## src/rtl/fifo_frame_reader.sv

```systemverilog
// fifo_frame_reader: drains a byte FIFO, parses length-prefixed frames and
// streams payload bytes with sop/eop marks through a 2-entry output queue.
module fifo_frame_reader (
  input  logic        CLK,
  input  logic        RSTn,
  input  logic        fifo_empty,
  input  logic [7:0]  fifo_data,
  output logic        fifo_rd,
  output logic [7:0]  out_data,
  output logic        out_sop,
  output logic        out_eop,
  output logic        out_valid,
  input  logic        out_ready,
  output logic [15:0] frame_cnt,
  output logic [7:0]  drop_cnt
);
  typedef enum logic {HDR, PAY} state_t;
  state_t      state, state_n;
  logic        pend, first, pop, push, hdr_zero, hdr_load, wr;
  logic [1:0]  occ;
  logic [7:0]  rem;
  logic [9:0]  q [2];
  assign out_valid = occ != 2'd0;
  assign {out_data, out_sop, out_eop} = q[0];
  assign pop      = out_valid & out_ready;
  assign push     = pend & (state == PAY);
  assign hdr_zero = pend & (state == HDR) & (fifo_data == 8'd0);
  assign hdr_load = pend & (state == HDR) & (fifo_data != 8'd0);
  // Write slot after any same-cycle pop; occ=2 without pop never pushes.
  assign wr = occ[1] | (occ[0] & ~pop);
  // A read in flight already owns a queue slot, so count it with occupancy.
  assign fifo_rd = RSTn & ~fifo_empty & (({1'b0, occ} + {2'b0, pend} - {2'b0, pop}) < 3'd2);
  always_comb begin
    state_n = state;
    if (pend) state_n = (state == HDR) ? ((fifo_data != 8'd0) ? PAY : HDR)
                                       : ((rem == 8'd1) ? HDR : PAY);
  end
  always_ff @(posedge CLK or negedge RSTn) begin
    if (!RSTn) begin
      state     <= HDR;
      pend      <= 1'b0;
      occ       <= 2'd0;
      rem       <= 8'd0;
      first     <= 1'b0;
      frame_cnt <= 16'd0;
      drop_cnt  <= 8'd0;
      q[0]      <= 10'd0;
      q[1]      <= 10'd0;
    end else begin
      state <= state_n;
      pend  <= fifo_rd;
      occ   <= occ + {1'b0, push} - {1'b0, pop};
      if (pop) q[0] <= q[1];
      if (push) q[wr] <= {fifo_data, first, rem == 8'd1};
      if (hdr_zero) drop_cnt <= drop_cnt + 8'd1;
      if (hdr_load) begin
        rem   <= fifo_data;
        first <= 1'b1;
      end
      if (push) begin
        rem   <= rem - 8'd1;
        first <= 1'b0;
      end
      if (push && rem == 8'd1) frame_cnt <= frame_cnt + 16'd1;
    end
  end
endmodule

```

## config.mk

```make
export PLATFORM = sky130hd
export DESIGN_NAME = fifo_frame_reader
export DESIGN_NICKNAME = d
export VERILOG_FILES = /design/src/rtl/fifo_frame_reader.sv
export SDC_FILE = /design/constraint.sdc
export NUM_CORES = 1
export LEC_CHECK = 0
export CORE_MARGIN = 1
export CORE_UTILIZATION = 53
export DETAILED_ROUTE_END_ITERATION = 8
export PLACE_DENSITY = 0.87
export SETUP_SLACK_MARGIN = 0.5
export SLEW_MARGIN = 20
export SYNTH_ARGS = -nofsm -noshare
export SYNTH_HDL_FRONTEND = slang
export SYNTH_SLANG_ARGS = --single-unit
```

## constraint.sdc

```tcl
create_clock -name CLK -period 3.5 [get_ports CLK]
set_input_delay 0.525 -clock CLK [delete_from_list [all_inputs] [get_ports CLK]]
set_output_delay 0.525 -clock CLK [all_outputs]
set_load 0.1 [all_outputs]
```

# --- Word-level counts from Yosys, hierarchy flattened ---
# Cells that the tools add are included.
classes:
  addsub: 7
  magnitude_cmp: 3
  eq_ne: 1
  muxes: 12
  bitwise_logic: 13
  n_reduce_logical: 6
op_table:
  columns: ["operator", "n"]
  rows:
  - ["20-bit bitwise mux", 1]
  - ["10-bit two-way mux", 2]
  - ["20-bit two-way mux", 1]
  - ["16-bit by 1-bit adder with 16-bit output (second input constant)", 1]
  - ["8-bit two-way mux", 2]
  - ["10-bit demux with 1-bit select", 1]
  - ["8-bit by 1-bit adder with 8-bit output (second input constant)", 1]
  - ["1-bit bitwise AND", 8]
  - ["8-bit by 1-bit equality test with 1-bit output (second input constant)", 1]
  - ["8-bit zero test", 1]
  - ["8-bit nonzero test", 1]
  - ["8-bit by 1-bit subtractor with 8-bit output (second input constant)", 1]
  - ["1-bit two-way mux", 5]
  - ["2-bit nonzero test", 2]
  - ["2-bit by 1-bit adder with 3-bit output", 1]
  - ["3-bit by 2-bit < comparator with 1-bit output (second input constant)", 1]
  - ["1-bit NOT", 3]
  - ["3-bit by 1-bit subtractor with 3-bit output", 1]
  - ["2-bit by 1-bit adder with 2-bit output", 1]
  - ["2-bit greater-or-equal comparator (second input constant)", 1]
  - ["1-bit logical AND", 2]
  - ["2-bit by 1-bit < comparator with 1-bit output (second input constant)", 1]
  - ["1-bit NOT with 2-bit output", 1]
  - ["2-bit by 1-bit subtractor with 2-bit output", 1]
  - ["1-bit bitwise OR", 1]
word_totals:
  reg_bits: 57
  output_inout_bits: 36

# --- Longest topological paths before layout ---
# Gate-level depths: netlist (run 1).
logic_depth:
  word_depth: 12
  mapped_depth: 10
  ltp_nobuf: 9

# --- Least setup slack after synthesis (run 1) ---
# OpenSTA, ideal clock, no wires.
synth_path:
  kind: "register to output"
  startpoint: "register occ[1]"
  endpoint: "output fifo_rd"
  arrival_ns: 4.706
  required_ns: 2.975
  slack_ns: -1.731
  stages_incl_launch_ff: 11
  path_cell_list: "dfrtp_1 > or2_1 > nand2_1 > buf_4 > inv_1 > ha_1 > inv_1 > nand2_1 > fa_1 > xor2_1 > nor3_1"
synth_between:
  elab_chain_cells: 5
  elab_cells_between_ends: 6
synth_lines:
  columns: ["item", "line_no", "text"]
  rows:
  - ["from (decl)", "20", "logic [1:0] occ;"]
  - ["from (signal assigned)", "52", "occ <= occ + {1'b0, push} - {1'b0, pop};"]
  - ["2-bit nonzero test", "23", "assign out_valid = occ != 2'd0;"]
  - ["via out_valid", "12", "output logic out_valid,"]
  - ["1-bit bitwise AND", "25", "assign pop = out_valid & out_ready;"]
  - ["3-bit by 1-bit subtractor with 3-bit output", "32", "assign fifo_rd = RSTn & ~fifo_empty & (({1'b0, occ} + {2'b0, pend} - {2'b0, pop}) < 3'd2);"]
  - ["3-bit by 2-bit < comparator with 1-bit output", "32", null]
  - ["1-bit bitwise AND", "32", null]
  - ["to (decl)", "8", "output logic fifo_rd,"]
# The timed path passes the listed nets, and every way through them passes these cells.

# --- Final worst setup path (run 1) ---
layout_path:
  startpoint: "register occ[0]"
  endpoint: "output fifo_rd"
layout_between:
  elab_chain_cells: 5
  elab_cells_between_ends: 6
layout_lines:
  columns: ["item", "line_no"]
  rows:
  - ["branches (longest 2 deep; another with 2-bit by 1-bit adder with 3-bit output)", null]
  - ["3-bit by 1-bit subtractor with 3-bit output (*)", "32"]
  - ["3-bit by 2-bit < comparator with 1-bit output (*)", "32"]
  - ["1-bit bitwise AND (*)", "32"]
# Every way passes the cells marked *.

==> run summary, run 1 <==
outcome: complete, no violations
ys async rst share: 1.00
max-slew violations: 0
Routed Antenna Nets: 0
Filler Cell Count: 386
critical path, cell by cell: or2_4 -> nand2_8 -> inv_4 -> ha_4 -> inv_2 -> nand2_2 -> fa_2 -> xor2_2 -> nor3_4 -> buf_12
CORE AREA: 0.00511 sq mm
first-pass GRT wire length: 9360 microns
Sequential Power Share: 0.348
Clock H-tree levels: 3
Max-Slew Margin vs Limit: 0.343
fin nets: 330
CTS root buffer: clkbuf_8
Switching Fraction: 0.415
die area: 0.00561 sq mm
P_leak: 0.00160 uW
Die X: 74.9 microns
Tmin final: 2.94 ns
vias: 2102
port bufs: 47
Via density: 5.49
Mapped Avg Cell Area: 10.8 sq um
Min-Delay Path Class: in -> async
Combinational Power Share: 0.411
total CTS buffers: 9
Main synth FF type: dfrtp_1
top-count cell post-synth: dfrtp_1
Multi-input gate area: 0.00130 sq mm
ant diodes: 0
vias in the first global route: 1971
top-area cell type share of the netlist area: 0.506
critical path arrival: 2.41 ns
Clock Pin Slew Worst Setup and Hold Paths: 0.06 ns
Routed WL: 5830 microns
WHS: 0.426 ns
# Max-Cap Violations: 0
Syn Inst Count: 262
peak supply drop: 0.478 mV
required time of the critical path: 2.97 ns
initial antenna violation count: 0
Die Ht: 74.9 microns
RSZ-0062 raised after global routing: yes
First-pass DRT Iterations: 4
Startpoint Class: register
Worst Setup End Kind: primary output
switching pwr: 1120 uW
detailed placer's ending HPWL: 3990 microns
Remaining Overflow, GRT: 0
Int Power: 1580 uW
WL/cell: 15.2 microns
Post-synth EDFFs: 0
Syn Std Cell Area: 0.00282 sq mm
clock share of power: 0.241
Fmax: 341 MHz
final core utilization: 0.703
crit path kind: reg -> out
post-synth top area cell: dfrtp_1
Final Skew: 0.00446 ns
Ports: 48
Setup TNS: 0 ns
DRC: 0
pwr dens: 751 mW/mm^2
CTS tree: built
Synth Register Bits: 57
final setup vio count: 0
Starting Density: 0.552
Sink Count: 57
synth warn: 0
area grow syn2layout: 27.5%
Tcrit/Tclk final: 0.839
distinct cell type count after synthesis: 41
sequential fraction of the synthesis area: 0.506
register area: 0.00143 sq mm
CP max FO: 3
largest net degree at the start of global routing: 58
worst slew pin tran: 0.982 ns
Area contributors post-synth: dfrtp_1 (51%), xnor2_1 (5.0%), mux2i_1 (4.3%)
share of cells above drive strength 1: 0.128
initial DRC count: 120
GPL Wtd Cong: 0.837
gr usage total: 0.229
Longest Clk Path Bufs: 2
Commonest cells post-synth: dfrtp_1 (57), nand2_1 (28), xnor2_1 (16)
Worst-Skew Late Latency: 0.32 ns
Hold Vio Cnt, Final: 0
crit-path max cell delay: 0.39 ns
number of core rows: 26
Synth Net Count: 283
Max stage delay cell, worst path: dfrtp_1
[metrics by stage]
step	total power (uW)	std cells	instance area, sq um	setup slack (ns)
3_5_place_dp	2030	366	3360	0.379
4_1_cts	2710	383	3590	0.536
2_1_floorplan	1850	262	2880	0.171
3_3_place_gp	2000	366	3360	0.418
5_1_grt	2840	383	3590	0.445
6_report	2700	383	3590	0.564
[cells by family after synthesis]
family | share of synthesized area
simple gates | 0.151
flops | 0.506
compound gates | 0.0822
buf+inv | 0.0533
xor+xnor | 0.0777
mux | 0.0866
fa+ha+maj | 0.0426
[layer usage]
layer / GRT usage / routed length [microns] / part of all wire
met1: 0.296 / 2600 / 0.45
met2: 0.370 / 2900 / 0.50
met3: 0.0415 / 215 / 0.037
met4: 0.119 / 112 / 0.019
met5: 0 / 0 / 0
[critical path: cells and delay by family, from the launching register on]
kind	cells	cell delay (ns)
xor+xnor	1	0.16
buf+inv	3	0.29
simple gates	4	0.65
fa+ha+maj	2	0.57
flops	1	0.39
[final timing paths]
path | startpoint | end | slack, ns | cells after the start
worst max register to register | occ[0]$_DFF_PN0_ | pend$_DFF_PN0_ | 1.53 | 9
max in group asynchronous | RSTn | occ[1]$_DFF_PN0_ | 2.56 | 2
worst max-delay path | occ[0]$_DFF_PN0_ | fifo_rd | 0.56 | 10
min in group CLK | drop_cnt[7]$_DFFE_PN0P_ | drop_cnt[7]$_DFFE_PN0P_ | 0.47 | 1
worst min-delay path | RSTn | drop_cnt[5]$_DFFE_PN0P_ | 0.43 | 2
worst min register to register | drop_cnt[7]$_DFFE_PN0P_ | drop_cnt[7]$_DFFE_PN0P_ | 0.47 | 1
[cells in the final DEF (no fill, tap or decap), types with 2 or more instances in the layout]
cell type        instances
a21oi_1                  4
a22oi_1                  6
a41oi_1                  2
and3_1                   4
and4_1                   2
buf_4                    7
clkbuf_8                13
clkdlybuf4s50_1         43
dfrtp_1                 56
ha_1                     7
inv_1                    9
inv_2                    2
mux2_1                  10
mux2i_1                 12
nand2_1                 25
nand2_2                  2
nand3_1                  7
nand4_1                  9
nor2_1                  11
nor2b_1                  3
nor3_1                   4
nor3_2                   2
nor4_1                   4
o211ai_1                 2
o21ai_1                 15
o221ai_1                 3
xnor2_1                 16
xor2_1                   8
[cell type report]
type | count | area share
clock buffers | 13 | 0.0498
clock inverters | 2 | 0.00975
inverters | 12 | 0.0132
multi-input cells | 176 | 0.362
flip-flops and latches | 57 | 0.397
well taps | 70 | 0.0244
repair buffers | 53 | 0.144
[power groups by stage]
stage / Sequential, uW / Clock [uW] / Combinational [uW]
after CTS: 936 / 660 / 1110
after global placement: 952 / 0 / 1040
after global routing: 959 / 690 / 1190
after detailed placement: 960 / 0 / 1070
after floorplan: 956 / 0 / 893
final: 938 / 650 / 1110
[timing repair]
action	in CTS	in global routing
gates resized for setup	2	0
hold buffers	0	0
pin swaps	1	0
endpoints found under the setup margin	1	1
setup buffers	2	0
(Power assumes the default switching activity.)
==> inputs of run 2 (changes only) <==
==> constraint.sdc (replaced) <==
create_clock -name CLK -period 2.99 [get_ports CLK]
set_input_delay 0.4485 -clock CLK [delete_from_list [all_inputs] [get_ports CLK]]
set_output_delay 0.4485 -clock CLK [all_outputs]
set_load 0.1 [all_outputs]
==> run 2 against run 1 <==
Combinational power up 15%. Clock power up 7.4%. Worst setup slack worse by 0.41 ns. Via count down 2.3%. Cell area down 2.9%. Critical path depth unchanged. Count of clock-buffer cells in the layout unchanged. Non-clock buffer count up 2. Clock skew up 0.0052 ns. First-iteration DRC count down 13%. Sequential power up 17%.
==> run summary, run 2 (synthesis gave the netlist of run 1 again) <==
share of cells above drive strength 1: 0.234
critical path arrival: 2.39 ns
Worst Setup End Kind: primary output
Remaining Overflow, GRT: 0
area grow syn2layout: 23.8%
initial antenna violation count: 0
Sink Count: 57
Post-DP Area: 0.00328 sq mm
WL/cell: 14.3 microns
final setup vio count: 0
Power Total: 3080 uW
WHS: 0.332 ns
CTS resizes: 0
first-pass GRT wire length: 9170 microns
CTS tree: built
worst slew pin tran: 0.710 ns
vias in the first global route: 1974
First-pass DRT Iterations: 4
fin nets: 332
Via density: 5.32
final core utilization: 0.683
largest net degree at the start of global routing: 58
CTS root buffer: clkbuf_8
required time of the critical path: 2.54 ns
Die Ht: 74.9 microns
Clock Pin Slew Worst Setup and Hold Paths: 0.07 ns
DRC: 0
outcome: complete, no violations
die area: 0.00561 sq mm
Longest Clk Path Bufs: 2
Min-Delay Path Class: in -> async
ant diodes: 0
crit path kind: reg -> out
GPL Wtd Cong: 0.798
total CTS buffers: 9
peak supply drop: 0.454 mV
Final Skew: 0.00968 ns
Max-Slew Margin vs Limit: 0.526
Routed WL: 5540 microns
RSZ-0062 raised after global routing: yes
Tmin final: 2.84 ns
Routed Antenna Nets: 0
CORE AREA: 0.00511 sq mm
Ports: 48
Filler Cell Count: 391
number of core rows: 26
Startpoint Class: register
gr usage total: 0.220
# Max-Cap Violations: 0
P_leak: 0.00166 uW
Setup TNS: 0 ns
commonest non-fill, non-tap cells in the layout: dfrtp_1 (56), buf_4 (43), nand2_1 (25), xnor2_1 (16), o21ai_1 (15)
Tcrit/Tclk final: 0.950
Worst-Skew Late Latency: 0.33 ns
Die X: 74.9 microns
CP max FO: 2
initial DRC count: 105
port bufs: 47
commonest non-fill, non-tap cell in the layout: dfrtp_1
Starting Density: 0.552
Fmax: 352 MHz
cts hold-fix bufs: 0
vias: 2053
detailed placer's ending HPWL: 3900 microns
max-slew violations: 0
Clock H-tree levels: 3
Hold Vio Cnt, Final: 0
pwr dens: 882 mW/mm^2
final std cell area, no fill: 0.00349 sq mm
[run 2: path summary, 6_finish.rpt]
kind	start	depth (start not counted)	to	slack, ns
worst max-delay path	occ[1]$_DFF_PN0_	10	fifo_rd	0.15
max in group asynchronous	RSTn	2	occ[1]$_DFF_PN0_	2.13
worst min register to register	drop_cnt[7]$_DFFE_PN0P_	1	drop_cnt[7]$_DFFE_PN0P_	0.47
min in group CLK	drop_cnt[7]$_DFFE_PN0P_	1	drop_cnt[7]$_DFFE_PN0P_	0.47
worst min-delay path	RSTn	2	drop_cnt[7]$_DFFE_PN0P_	0.33
worst max register to register	occ[1]$_DFF_PN0_	10	pend$_DFF_PN0_	0.94
[run 2: power breakdown]
group	switching, uW	total (uW)	leakage, uW	internal, uW
Sequential	154	1100	0.000729	950
Combinational	855	1280	0.000836	421
Clock	292	698	0.0000974	406
Total	1300	3080	0.00166	1780
[run 2: layout make-up]
type | count | area, sq um | share of cell area
clock inverter | 3 | 40.0 | 0.0115
multi-input combinational | 176 | 1290 | 0.370
tap | 70 | 87.6 | 0.0251
timing repair buffer | 55 | 448 | 0.128
sequential | 57 | 1430 | 0.409
inverter | 12 | 47.5 | 0.0136
clock buffer | 13 | 149 | 0.0427
[run 2: worst max-delay path: stages, from the launching register on]
cell and delay [ns]:
dfrtp_2 0.41, or2_4 0.26, nand2_4 0.07, inv_4 0.03, ha_4 0.20, inv_2 0.06
nand2_2 0.05, fa_2 0.53, nand2_2 0.06, nor3_4 0.18, buf_12 0.21
[run 2: per-layer routing]
layer	GRT usage	share of wire
met5	0	0
met4	0.0839	0.013
met3	0.0602	0.040
met2	0.349	0.49
met1	0.288	0.46
[run 2: what timing repair did]
item,in CTS,in global routing
setup buffers,2,1
pin swaps,3,1
hold endpoints to repair,0,0
endpoints found under the setup margin,1,1
gates cloned,0,0
[run 2: through the flow]
| stage | setup slack [ns] | std cells |
|---|---|---|
| floorplan | -0.262 | 262 |
| global placement | 0.212 | 367 |
| detailed placement | 0.154 | 367 |
| CTS | 0.0610 | 385 |
| global route | 0.0529 | 386 |
| finish | 0.151 | 386 |
==> inputs of run 3 (changes only) <==
--- a/config.mk
+++ b/config.mk
@@ -5,10 +5,11 @@
 export SDC_FILE = /design/constraint.sdc
 export NUM_CORES = 1
 export LEC_CHECK = 0
+export ABC_CLOCK_PERIOD_IN_PS = 2990
 export CORE_MARGIN = 1
-export CORE_UTILIZATION = 53
+export CORE_UTILIZATION = 45
 export DETAILED_ROUTE_END_ITERATION = 8
-export PLACE_DENSITY = 0.87
+export PLACE_DENSITY = 0.76
 export SETUP_SLACK_MARGIN = 0.5
 export SLEW_MARGIN = 20
 export SYNTH_ARGS = -nofsm -noshare
==> run 3 against run 2 <==
Largest cell class unchanged. Cell area fell by 0.25%. Core utilization fell by 10 points. Combinational power barely moved. Die area rose by 17%. Via count rose by 2.6%. Wire length fell by 0.61%. Sequential cell count did not move. Global-route usage fell by 2.9 points. Count of clock-buffer cells in the layout did not move.
==> run summary, run 3 (synthesis gave the netlist of run 1 again) <==
WL/cell: 14.1 microns
gr usage total: 0.191
RSZ-0062 raised after global routing: yes
Remaining Overflow, GRT: 0
Routed WL: 5500 microns
Via density: 5.42
Fmax: 350 MHz
required time of the critical path: 2.54 ns
Min-Delay Path Class: in -> async
register area: 0.00143 sq mm
CORE AREA: 0.00599 sq mm
Longest Clk Path Bufs: 2
port bufs: 47
critical path, cell by cell: or2_4 -> nand2_4 -> inv_4 -> ha_4 -> inv_2 -> nand2_2 -> fa_2 -> xor2_2 -> nor3_4 -> buf_12
Startpoint Class: register
Worst-Skew Late Latency: 0.32 ns
family with the most delay on the worst path: simple AND/OR/NAND/NOR gates
commonest non-fill, non-tap cell in the layout: dfrtp_1
DRC: 0
Worst Setup End Kind: primary output
GPL Wtd Cong: 0.788
number of cells on the critical path: 10
vias in the first global route: 2069
share of cells above drive strength 1: 0.229
final worst setup slack: 0.136 ns
RR Endpoint: pend$_DFF_PN0_
Final Skew: 0.00571 ns
CTS tree: built
crit path kind: reg -> out
Buf/Inv on CP: 3
setup slack, reg-to-reg: 1.01 ns
crit-path max cell delay: 0.41 ns
post-CTS setup buffers: 1
switching pwr: 1290 uW
detailed placer's ending HPWL: 3860 microns
Clock Pin Slew Worst Setup and Hold Paths: 0.06 ns
Sink Count: 57
vias: 2107
peak supply drop: 0.645 mV
Tcrit/Tclk final: 0.955
CTS root buffer: clkbuf_8
Ports: 48
Post-Place Setup Slack: 0.154 ns
R2R cell count: 9
commonest non-fill, non-tap cells in the layout: dfrtp_1 (56), buf_4 (41), nand2_1 (25), xnor2_1 (16), o21ai_1 (15)
Multi-input gate area: 0.00129 sq mm
Combinational Power Share: 0.413
Tmin final: 2.85 ns
clock share of power: 0.227
outcome: complete, no violations
Int Power: 1760 uW
Starting Density: 0.470
Die Ht: 81.1 microns
Filler Cell Count: 512
CP max FO: 3
placed cell count: 372
P_leak: 0.00165 uW
crit path to: fifo_rd
initial antenna violation count: 0
Sequential Power Share: 0.360
Critical Path Source: occ[0]$_DFF_PN0_
Max-Slew Margin vs Limit: 0.528
Routed Antenna Nets: 0
worst slew pin tran: 0.708 ns
worst r2r src: occ[0]$_DFF_PN0_
initial DRC count: 66
Die X: 81.1 microns
cts hold-fix bufs: 0
first-pass GRT wire length: 9470 microns
total CTS buffers: 9
Hold Vio Cnt, Final: 0
Max stage delay cell, worst path: dfrtp_1
die area: 0.00658 sq mm
critical path arrival: 2.41 ns
final setup vio count: 0
First-pass DRT Iterations: 5
ant diodes: 0
pwr dens: 878 mW/mm^2
Clock H-tree levels: 3
CTS resizes: 0
Switching Fraction: 0.423
area grow syn2layout: 23.5%
fin nets: 330
Final Non-Filler Cells: 389
max-slew violations: 0
# Max-Cap Violations: 0
largest net degree at the start of global routing: 58
number of core rows: 28
==> run 3: worst min path at each step <==
stage | startpoint | endpoint | slack (ns) | cells past startpoint
2_1_floorplan | RSTn | asynchronous set/reset pin | 0.15 | 0
3_3_place_gp | drop_cnt[7]$_DFFE_PN0P_ | drop_cnt[7]$_DFFE_PN0P_ | 0.46 | 1
3_5_place_dp | drop_cnt[7]$_DFFE_PN0P_ | drop_cnt[7]$_DFFE_PN0P_ | 0.46 | 1
4_1_cts | RSTn | pend$_DFF_PN0_ | 0.32 | 2
5_1_grt | RSTn | pend$_DFF_PN0_ | 0.38 | 2
6_report | RSTn | pend$_DFF_PN0_ | 0.29 | 2
==> run 3: final cells by class <==
| cell class | count | share of cell area |
|---|---|---|
| timing repair buffer | 53 | 0.124 |
| multi-input combinational | 176 | 0.371 |
| inverter | 12 | 0.0137 |
| tap | 75 | 0.0270 |
| clock buffer | 13 | 0.0428 |
| sequential | 57 | 0.410 |
| clock inverter | 3 | 0.0115 |
==> run 3: worst register-to-register path: stages, from the launching register on <==
cell and delay (ns):
dfrtp_1 0.41, or2_4 0.28, nand2_4 0.07, inv_4 0.03, ha_4 0.20, inv_2 0.06, nand2_2 0.06, fa_2 0.37
xor2_2 0.17, nor3_4 0.23
==> run 3: per-layer routing <==
metal,vias to the layer above,wire (microns),GRT usage
met5,-,0,0
met4,0,79,0.0929
met3,8,255,0.0371
met2,58,2620,0.307
met1,1028,2540,0.246
li1,1013,-,-
==> run 3: per-stage QoR <==
step	power, uW	hold slack (ns)	utilization	area (sq um)	TNS (ns)
after floorplan	2160	0.153	-	2880	-0.286
after global placement	2330	0.459	0.548	3280	0
after detailed placement	2370	0.460	0.548	3280	0
after CTS	3090	0.321	0.581	3480	0
after global routing	3240	0.383	0.581	3480	0
final	3060	0.290	0.581	3480	0
==> run 3: power groups by stage <==
stage	clock (uW)	sequential [uW]	combinational (uW)
floorplan	0	1120	1040
global placement	0	1120	1210
detailed placement	0	1130	1240
CTS	716	1100	1270
global route	750	1130	1360
finish	695	1100	1260
